==> src/rtl/mem_arbiter_pkg.sv <==
// ============================================================================
// Module      : mem_arbiter_pkg
// Description : Shared types and defaults for the memory-side request arbiter.
// Revision    : 1.0 - initial release
// ============================================================================
`default_nettype none

package mem_arbiter_pkg;

    typedef logic [31:0]  pptr_t;
    typedef logic [127:0] cacheline_t;

    typedef enum logic [1:0] {
        IDLE  = 2'd0,
        WAIT  = 2'd1,
        ISSUE = 2'd2,
        RESP  = 2'd3
    } arb_state_t;

    typedef enum logic {
        IC = 1'b0,
        DC = 1'b1
    } client_t;

    localparam int c_DEFAULT_LATENCY = 5;

endpackage

`default_nettype wire

==> src/rtl/mem_arbiter_rr_arbiter2.sv <==
// ============================================================================
// Module      : rr_arbiter2
// Description : Two-way round-robin grant; ties go to the client not granted last.
// Revision    : 1.0 - initial release
// ============================================================================
`default_nettype none

module rr_arbiter2
    import mem_arbiter_pkg::*;
(
    input  logic       i_ic_req,
    input  logic       i_dc_req,
    input  client_t    i_last_grant,
    output logic [1:0] o_grant
);

    // o_grant[0] = IC, o_grant[1] = DC
    always_comb begin
        o_grant = 2'b00;
        if (i_ic_req && i_dc_req) begin
            o_grant = (i_last_grant == IC) ? 2'b10 : 2'b01;
        end else begin
            o_grant = {i_dc_req, i_ic_req};
        end
    end

endmodule

`default_nettype wire

==> src/rtl/mem_arbiter.sv <==
// ============================================================================
// Module      : mem_arbiter
// Description : Serialises icache/dcache line requests onto one memory port
//               with a programmable access latency; one transaction in flight.
// Revision    : 1.0 - initial release
// ============================================================================
`default_nettype none

module mem_arbiter
    import mem_arbiter_pkg::*;
#(
    parameter int LATENCY = c_DEFAULT_LATENCY,
    parameter int CNT_W   = (LATENCY > 0) ? $clog2(LATENCY + 1) : 1
) (
    input  logic       clk,
    input  logic       rst,
    input  logic       ic_req_valid,
    input  pptr_t      ic_req_addr,
    output logic       ic_req_ready,
    output logic       ic_rsp_valid,
    output pptr_t      ic_rsp_addr,
    output cacheline_t ic_rsp_line,
    input  logic       dc_req_valid,
    input  logic       dc_req_we,
    input  pptr_t      dc_req_addr,
    input  cacheline_t dc_req_wline,
    output logic       dc_req_ready,
    output logic       dc_rsp_valid,
    output pptr_t      dc_rsp_addr,
    output cacheline_t dc_rsp_line,
    output logic       mem_ren,
    output pptr_t      mem_raddr,
    output logic       mem_wen,
    output pptr_t      mem_waddr,
    output cacheline_t mem_wline,
    input  logic       mem_rec_en,
    input  pptr_t      mem_rec_addr,
    input  cacheline_t mem_rec_line,
    output logic       err
);

    localparam logic [CNT_W-1:0] c_CNT_INIT = (LATENCY == 0) ? '0 : CNT_W'(LATENCY - 1);

    arb_state_t       r_state;
    arb_state_t       w_state_next;
    client_t          r_last_grant;
    client_t          r_client;
    logic             r_we;
    pptr_t            r_addr;
    cacheline_t       r_wline;
    logic [CNT_W-1:0] r_cnt;
    logic [1:0]       w_grant;
    logic             r_ic_rsp_valid;
    pptr_t            r_ic_rsp_addr;
    cacheline_t       r_ic_rsp_line;
    logic             r_dc_rsp_valid;
    pptr_t            r_dc_rsp_addr;
    cacheline_t       r_dc_rsp_line;
    logic             r_err;

    rr_arbiter2 u_rr (
        .i_ic_req     (ic_req_valid),
        .i_dc_req     (dc_req_valid),
        .i_last_grant (r_last_grant),
        .o_grant      (w_grant)
    );

    always_ff @(posedge clk) begin
        if (rst) begin
            r_state <= IDLE;
        end else begin
            r_state <= w_state_next;
        end
    end

    always_comb begin
        w_state_next = r_state;
        ic_req_ready = 1'b0;
        dc_req_ready = 1'b0;
        mem_ren      = 1'b0;
        mem_wen      = 1'b0;
        case (r_state)
            IDLE: begin
                ic_req_ready = w_grant[0];
                dc_req_ready = w_grant[1];
                if (w_grant != 2'b00) begin
                    w_state_next = (LATENCY == 0) ? ISSUE : WAIT;
                end
            end
            WAIT: begin
                if (r_cnt == '0) begin
                    w_state_next = ISSUE;
                end
            end
            ISSUE: begin
                mem_ren      = !r_we;
                mem_wen      = r_we;
                w_state_next = r_we ? IDLE : RESP;
            end
            RESP: begin
                if (mem_rec_en) begin
                    w_state_next = IDLE;
                end
            end
            default: w_state_next = IDLE;
        endcase
    end

    always_ff @(posedge clk) begin
        if (rst) begin
            r_cnt          <= '0;
            r_last_grant   <= IC;
            r_client       <= IC;
            r_we           <= 1'b0;
            r_addr         <= '0;
            r_wline        <= '0;
            r_ic_rsp_valid <= 1'b0;
            r_ic_rsp_addr  <= '0;
            r_ic_rsp_line  <= '0;
            r_dc_rsp_valid <= 1'b0;
            r_dc_rsp_addr  <= '0;
            r_dc_rsp_line  <= '0;
            r_err          <= 1'b0;
        end else begin
            r_ic_rsp_valid <= 1'b0;
            r_dc_rsp_valid <= 1'b0;
            if (ic_req_ready) begin
                r_client     <= IC;
                r_last_grant <= IC;
                r_we         <= 1'b0;
                r_addr       <= ic_req_addr;
                r_cnt        <= c_CNT_INIT;
            end else if (dc_req_ready) begin
                r_client     <= DC;
                r_last_grant <= DC;
                r_we         <= dc_req_we;
                r_addr       <= dc_req_addr;
                r_wline      <= dc_req_wline;
                r_cnt        <= c_CNT_INIT;
            end
            if (r_state == WAIT && r_cnt != '0) begin
                r_cnt <= r_cnt - 1'b1;
            end
            // A write ack carries the address only; the read-data line is left intact.
            if (r_state == ISSUE && r_we) begin
                r_dc_rsp_valid <= 1'b1;
                r_dc_rsp_addr  <= r_addr;
            end
            if (r_state == RESP && mem_rec_en) begin
                if (r_client == IC) begin
                    r_ic_rsp_valid <= 1'b1;
                    r_ic_rsp_addr  <= r_addr;
                    r_ic_rsp_line  <= mem_rec_line;
                end else begin
                    r_dc_rsp_valid <= 1'b1;
                    r_dc_rsp_addr  <= r_addr;
                    r_dc_rsp_line  <= mem_rec_line;
                end
            end
            if (mem_rec_en && (r_state != RESP || mem_rec_addr != r_addr)) begin
                r_err <= 1'b1;
            end
        end
    end

    assign ic_rsp_valid = r_ic_rsp_valid;
    assign ic_rsp_addr  = r_ic_rsp_addr;
    assign ic_rsp_line  = r_ic_rsp_line;
    assign dc_rsp_valid = r_dc_rsp_valid;
    assign dc_rsp_addr  = r_dc_rsp_addr;
    assign dc_rsp_line  = r_dc_rsp_line;
    assign mem_raddr    = r_addr;
    assign mem_waddr    = r_addr;
    assign mem_wline    = r_wline;
    assign err          = r_err;

endmodule

`default_nettype wire

==> config.mk <==
export PLATFORM = sky130hd
export DESIGN_NAME = mem_arbiter
export DESIGN_NICKNAME = d
export VERILOG_FILES = /design/src/rtl/mem_arbiter_pkg.sv /design/src/rtl/mem_arbiter_rr_arbiter2.sv /design/src/rtl/mem_arbiter.sv
export SDC_FILE = /design/constraint.sdc
export NUM_CORES = 1
export LEC_CHECK = 0
export CAP_MARGIN = 20
export CORE_AREA = 2 2 337 339
export CTS_CLUSTER_SIZE = 24
export DETAILED_ROUTE_END_ITERATION = 7
export DIE_AREA = 0 0 339 341
export HOLD_SLACK_MARGIN = 0.1
export RECOVER_POWER = 100
export SYNTH_ARGS = -nofsm -noshare
export SYNTH_HDL_FRONTEND = slang
export SYNTH_SLANG_ARGS = --single-unit
==> constraint.sdc <==
create_clock -name clk -period 1.9 [get_ports clk]
set_clock_uncertainty 0.05 [all_clocks]
set_input_delay 0.38 -clock clk [delete_from_list [all_inputs] [get_ports clk]]
set_output_delay 0.38 -clock clk [all_outputs]
set_load 0.1 [all_outputs]
==> results.json <==
{
  "status": "complete, but fails checks",
  "violations": "negative setup slack",
  "crit_fanout": 5,
  "tightestPinTransition_ns": 0.733,
  "cap_viol_max_count": 0,
  "post-route-cell-area_um2": 29900,
  "cts-buffers-inserted": 57,
  "detail_route.wl_per_cell_um": 19.2,
  "layout-drive-gt1-share_pct": 24.7,
  "placed_cells": 4519,
  "crit_arrival_ns": 1.62,
  "layout.nets": 3451,
  "pin_count": 877,
  "yosysWarningCount": 0,
  "ys_dominant_reg_cell": "sky130_fd_sc_hd__dfxtp_1",
  "grt_antenna_before_repair": 26,
  "postSynthNetCount": 2577,
  "placeableCoreArea_um2": 112000,
  "synth-edff-count": 0,
  "hold_path_depth": 3,
  "critPathCaptureType": "output port",
  "place_area_um2": 33900,
  "n_fill_cell": 12300,
  "slew_violations": 0,
  "place.gp.congestion": 0.847,
  "async_reset_ff_share_pct": 0,
  "vias_per_cell": 3.93,
  "post_synth_instance_area_um2": 17800,
  "synth-seq-area-share_pct": 55.2,
  "total_number_of_h_tree_levels": 2,
  "groute.usage.overall_pct": 14.6,
  "die_height_um": 341,
  "clock_tree_from_tritoncts": "yes",
  "postSynthCellCount": 2217,
  "clockRootBuffer": "sky130_fd_sc_hd__clkbuf_16",
  "synth_top_family_by_area": "simple AND/OR/NAND/NOR gates",
  "initial_utilization_pct": 15.9,
  "largest_net_degree_at_the_start_of_global_routing": 67,
  "synth_mux_area_share_pct": 1.86,
  "detailedRoute.firstIterationViolations": 1133,
  "first_global_vias": 18000,
  "rr_endpoint": "r_we$_SDFFE_PP0P_",
  "internal_reg_to_reg_setup_slack_ns": -0.08,
  "regToRegStartpoint": "r_state[1]$_SDFFE_PP0P_",
  "dp_hpwl_um": 69100,
  "die_area_um2": 116000,
  "cellLeakagePower_nw": 11.5,
  "critPathRequiredTime_ns": 1.47,
  "clkTransAtPathRegs_ns": 0.06,
  "timing.reg2reg.worst_path_depth": 8,
  "hold_violations": 0,
  "dieWidth_um": 339,
  "core.rowCount": 123,
  "timing.final.setup_violations": 86,
  "ir_worst_vdd_mv": 0.899,
  "end_of_flow_core_utilization_pct": 26.7,
  "cellPowerDensity_nw_per_um2": 1190,
  "dr_total_vias": 18200,
  "drtPass1Iterations": 5,
  "yosysUniqueCellTypes": 33,
  "clock-sinks": 490,
  "unrepaired_setup_endpoints_after_global_routing": "true",
  "worst_max_slew_margin_expressed_relative_to_the_limit_pct": 51.1,
  "syn_area_per_cell_um2": 8.01,
  "hold_path.class": "input pin to register",
  "final.period_utilization_pct": 108,
  "hold_start": "dc_req_wline[127]",
  "ys_seq_elements": 490,
  "worstSetupPathType": "register to output port",
  "max_freq_mhz": 489,
  "synth_adder_area_share_pct": 0.141,
  "cts_buffer_depth": 3,
  "postLayoutSetupSlackWorst_ns": -0.146,
  "worst_skew_pair.late_latency_ns": 0.63,
  "finalNonFillerCells": 4636,
  "synth_compound_area_share_pct": 14.4,
  "area_delta_synth_final_pct": 68.2,
  "simple_gate_area_share_of_the_yosys_netlist_pct": 21.0,
  "numPortBuffers": 876,
  "post_synth_xor_area_fraction_pct": 1.58,
  "dpl_worst_slack_ns": -0.281,
  "detail-route-antenna-nets": 0,
  "grt_pass1_wl_um": 126000,
  "drt_drc_violations_left": 0,
  "gr-total-overflow": 0,
  "wirelength_um": 88800,
  "hold_path_end": "mem_wline[127]$_SDFFE_PP0P_",
  "worst_setup_path_start_kind": "register",
  "post-route-min-period_ns": 2.05
}
==> worst max-delay path, stage by stage (launching register included) <==
cell	delay, ns
sky130_fd_sc_hd__dfxtp_4	0.40
sky130_fd_sc_hd__buf_6	0.12
sky130_fd_sc_hd__nor3b_4	0.25
sky130_fd_sc_hd__buf_12	0.21
==> cell type report <==
class / instances / area [um2] / share of cell area [%]
clock buffer: 85 / 1700 / 5.70
antenna: 4 / 10.0 / 0.0335
inverter: 6 / 31.3 / 0.105
sequential: 490 / 9850 / 33.0
clock inverter: 15 / 163 / 0.544
timing repair buffer: 1011 / 9310 / 31.2
multi-input combinational: 1525 / 6930 / 23.2
tap: 1500 / 1880 / 6.28
==> sequential cells by signal (all words and copies together), names as in the netlist <==
| signal | count |
|---|---|
| dc_rsp_valid | 1 |
| dc_rsp_line | 128 |
| ic_rsp_valid | 1 |
| mem_raddr | 32 |
| r_we | 1 |
| ic_rsp_line | 128 |
| dc_rsp_addr | 32 |
| r_state | 2 |
| err | 1 |
| r_client | 1 |
| r_cnt | 3 |
| ic_rsp_addr | 32 |
| mem_wline | 128 |
==> Yosys cell counts, drive strengths merged (6+ instances only) <==
library cell  count  share of area [%]
nand2           899                 19
dfxtp           490                 55
a21oi           455                 13
buf             138                4.5
clkbuf           58                1.2
nor2             43                1.0
mux2i            33                1.9
a211oi           32                1.4
xnor2            16               0.79
xor2             16               0.79
inv               6               0.13
==> kinds of logic after synthesis <==
group | after synthesis
and+or+nand+nor | 967
adders and majority gates | 2
muxes | 33
AOI/OAI and AO/OA | 491
DFF | 490
xor gates and xnor gates | 32
buffers and inverters | 202
==> layout by cell type, fill, tap and decap left out, types with 18 or more instances in the layout <==
cell type and n:
sky130_fd_sc_hd__nor2_1 41, sky130_fd_sc_hd__nand2_1 899, sky130_fd_sc_hd__buf_8 19, sky130_fd_sc_hd__a21oi_1 455
sky130_fd_sc_hd__dfxtp_1 467, sky130_fd_sc_hd__buf_6 36, sky130_fd_sc_hd__clkbuf_16 58, sky130_fd_sc_hd__dfxtp_2 18
sky130_fd_sc_hd__a211oi_1 32, sky130_fd_sc_hd__buf_4 106, sky130_fd_sc_hd__clkdlybuf4s50_1 356, sky130_fd_sc_hd__buf_12 48
sky130_fd_sc_hd__clkbuf_4 426, sky130_fd_sc_hd__mux2i_1 33
==> stage by stage <==
step           TNS [ns]  hold WS, ns  power, mW
6_report          -2.62        0.243       35.5
2_1_floorplan         0        0.404       20.3
3_3_place_gp     -51.77        0.422       26.4
5_1_grt          -34.26        0.200       36.8
3_5_place_dp     -73.46        0.427       26.5
4_1_cts          -0.821        0.179       37.9
==> power breakdown <==
group	total [mW]	switching [mW]	internal, mW	leakage, nW
logic	12.8	9.24	3.60	6.56
clock network	11.1	4.62	6.44	0.914
registers	11.6	0.603	11.0	3.98
==> worst max path at each step <==
stage                     slack [ns]                to  cells past startpoint                       from
after floorplan               0.0004  err$_SDFFE_PP0P_                      5  mem_raddr[3]$_SDFFE_PP0P_
after global placement         -0.22  err$_SDFFE_PP0P_                      7            mem_rec_addr[5]
after detailed placement       -0.28  err$_SDFFE_PP0P_                      7            mem_rec_addr[5]
after CTS                      -0.24           mem_ren                      3    r_state[1]$_SDFFE_PP0P_
after global routing           -0.25           mem_ren                      3    r_state[1]$_SDFFE_PP0P_
final                          -0.15           mem_ren                      3    r_state[1]$_SDFFE_PP0P_
==> per-layer routing <==
layer | routed length [um] | global-route usage (%) | part of all wire [%]
met5 | 105 | 0 | 0.12
met2 | 43500 | 25.4 | 49
met1 | 36500 | 17.2 | 41
met3 | 6380 | 4.47 | 7.2
met4 | 2290 | 4.05 | 2.6
==> repair_timing <==
action,in CTS,in global routing
endpoints found under the hold margin,10,0
buffers inserted,8,4
pin swaps,3,1
hold buffers,1,0
gates resized for setup,32,2
setup endpoints to repair,29,4
Power figures use the tool's default switching activity.
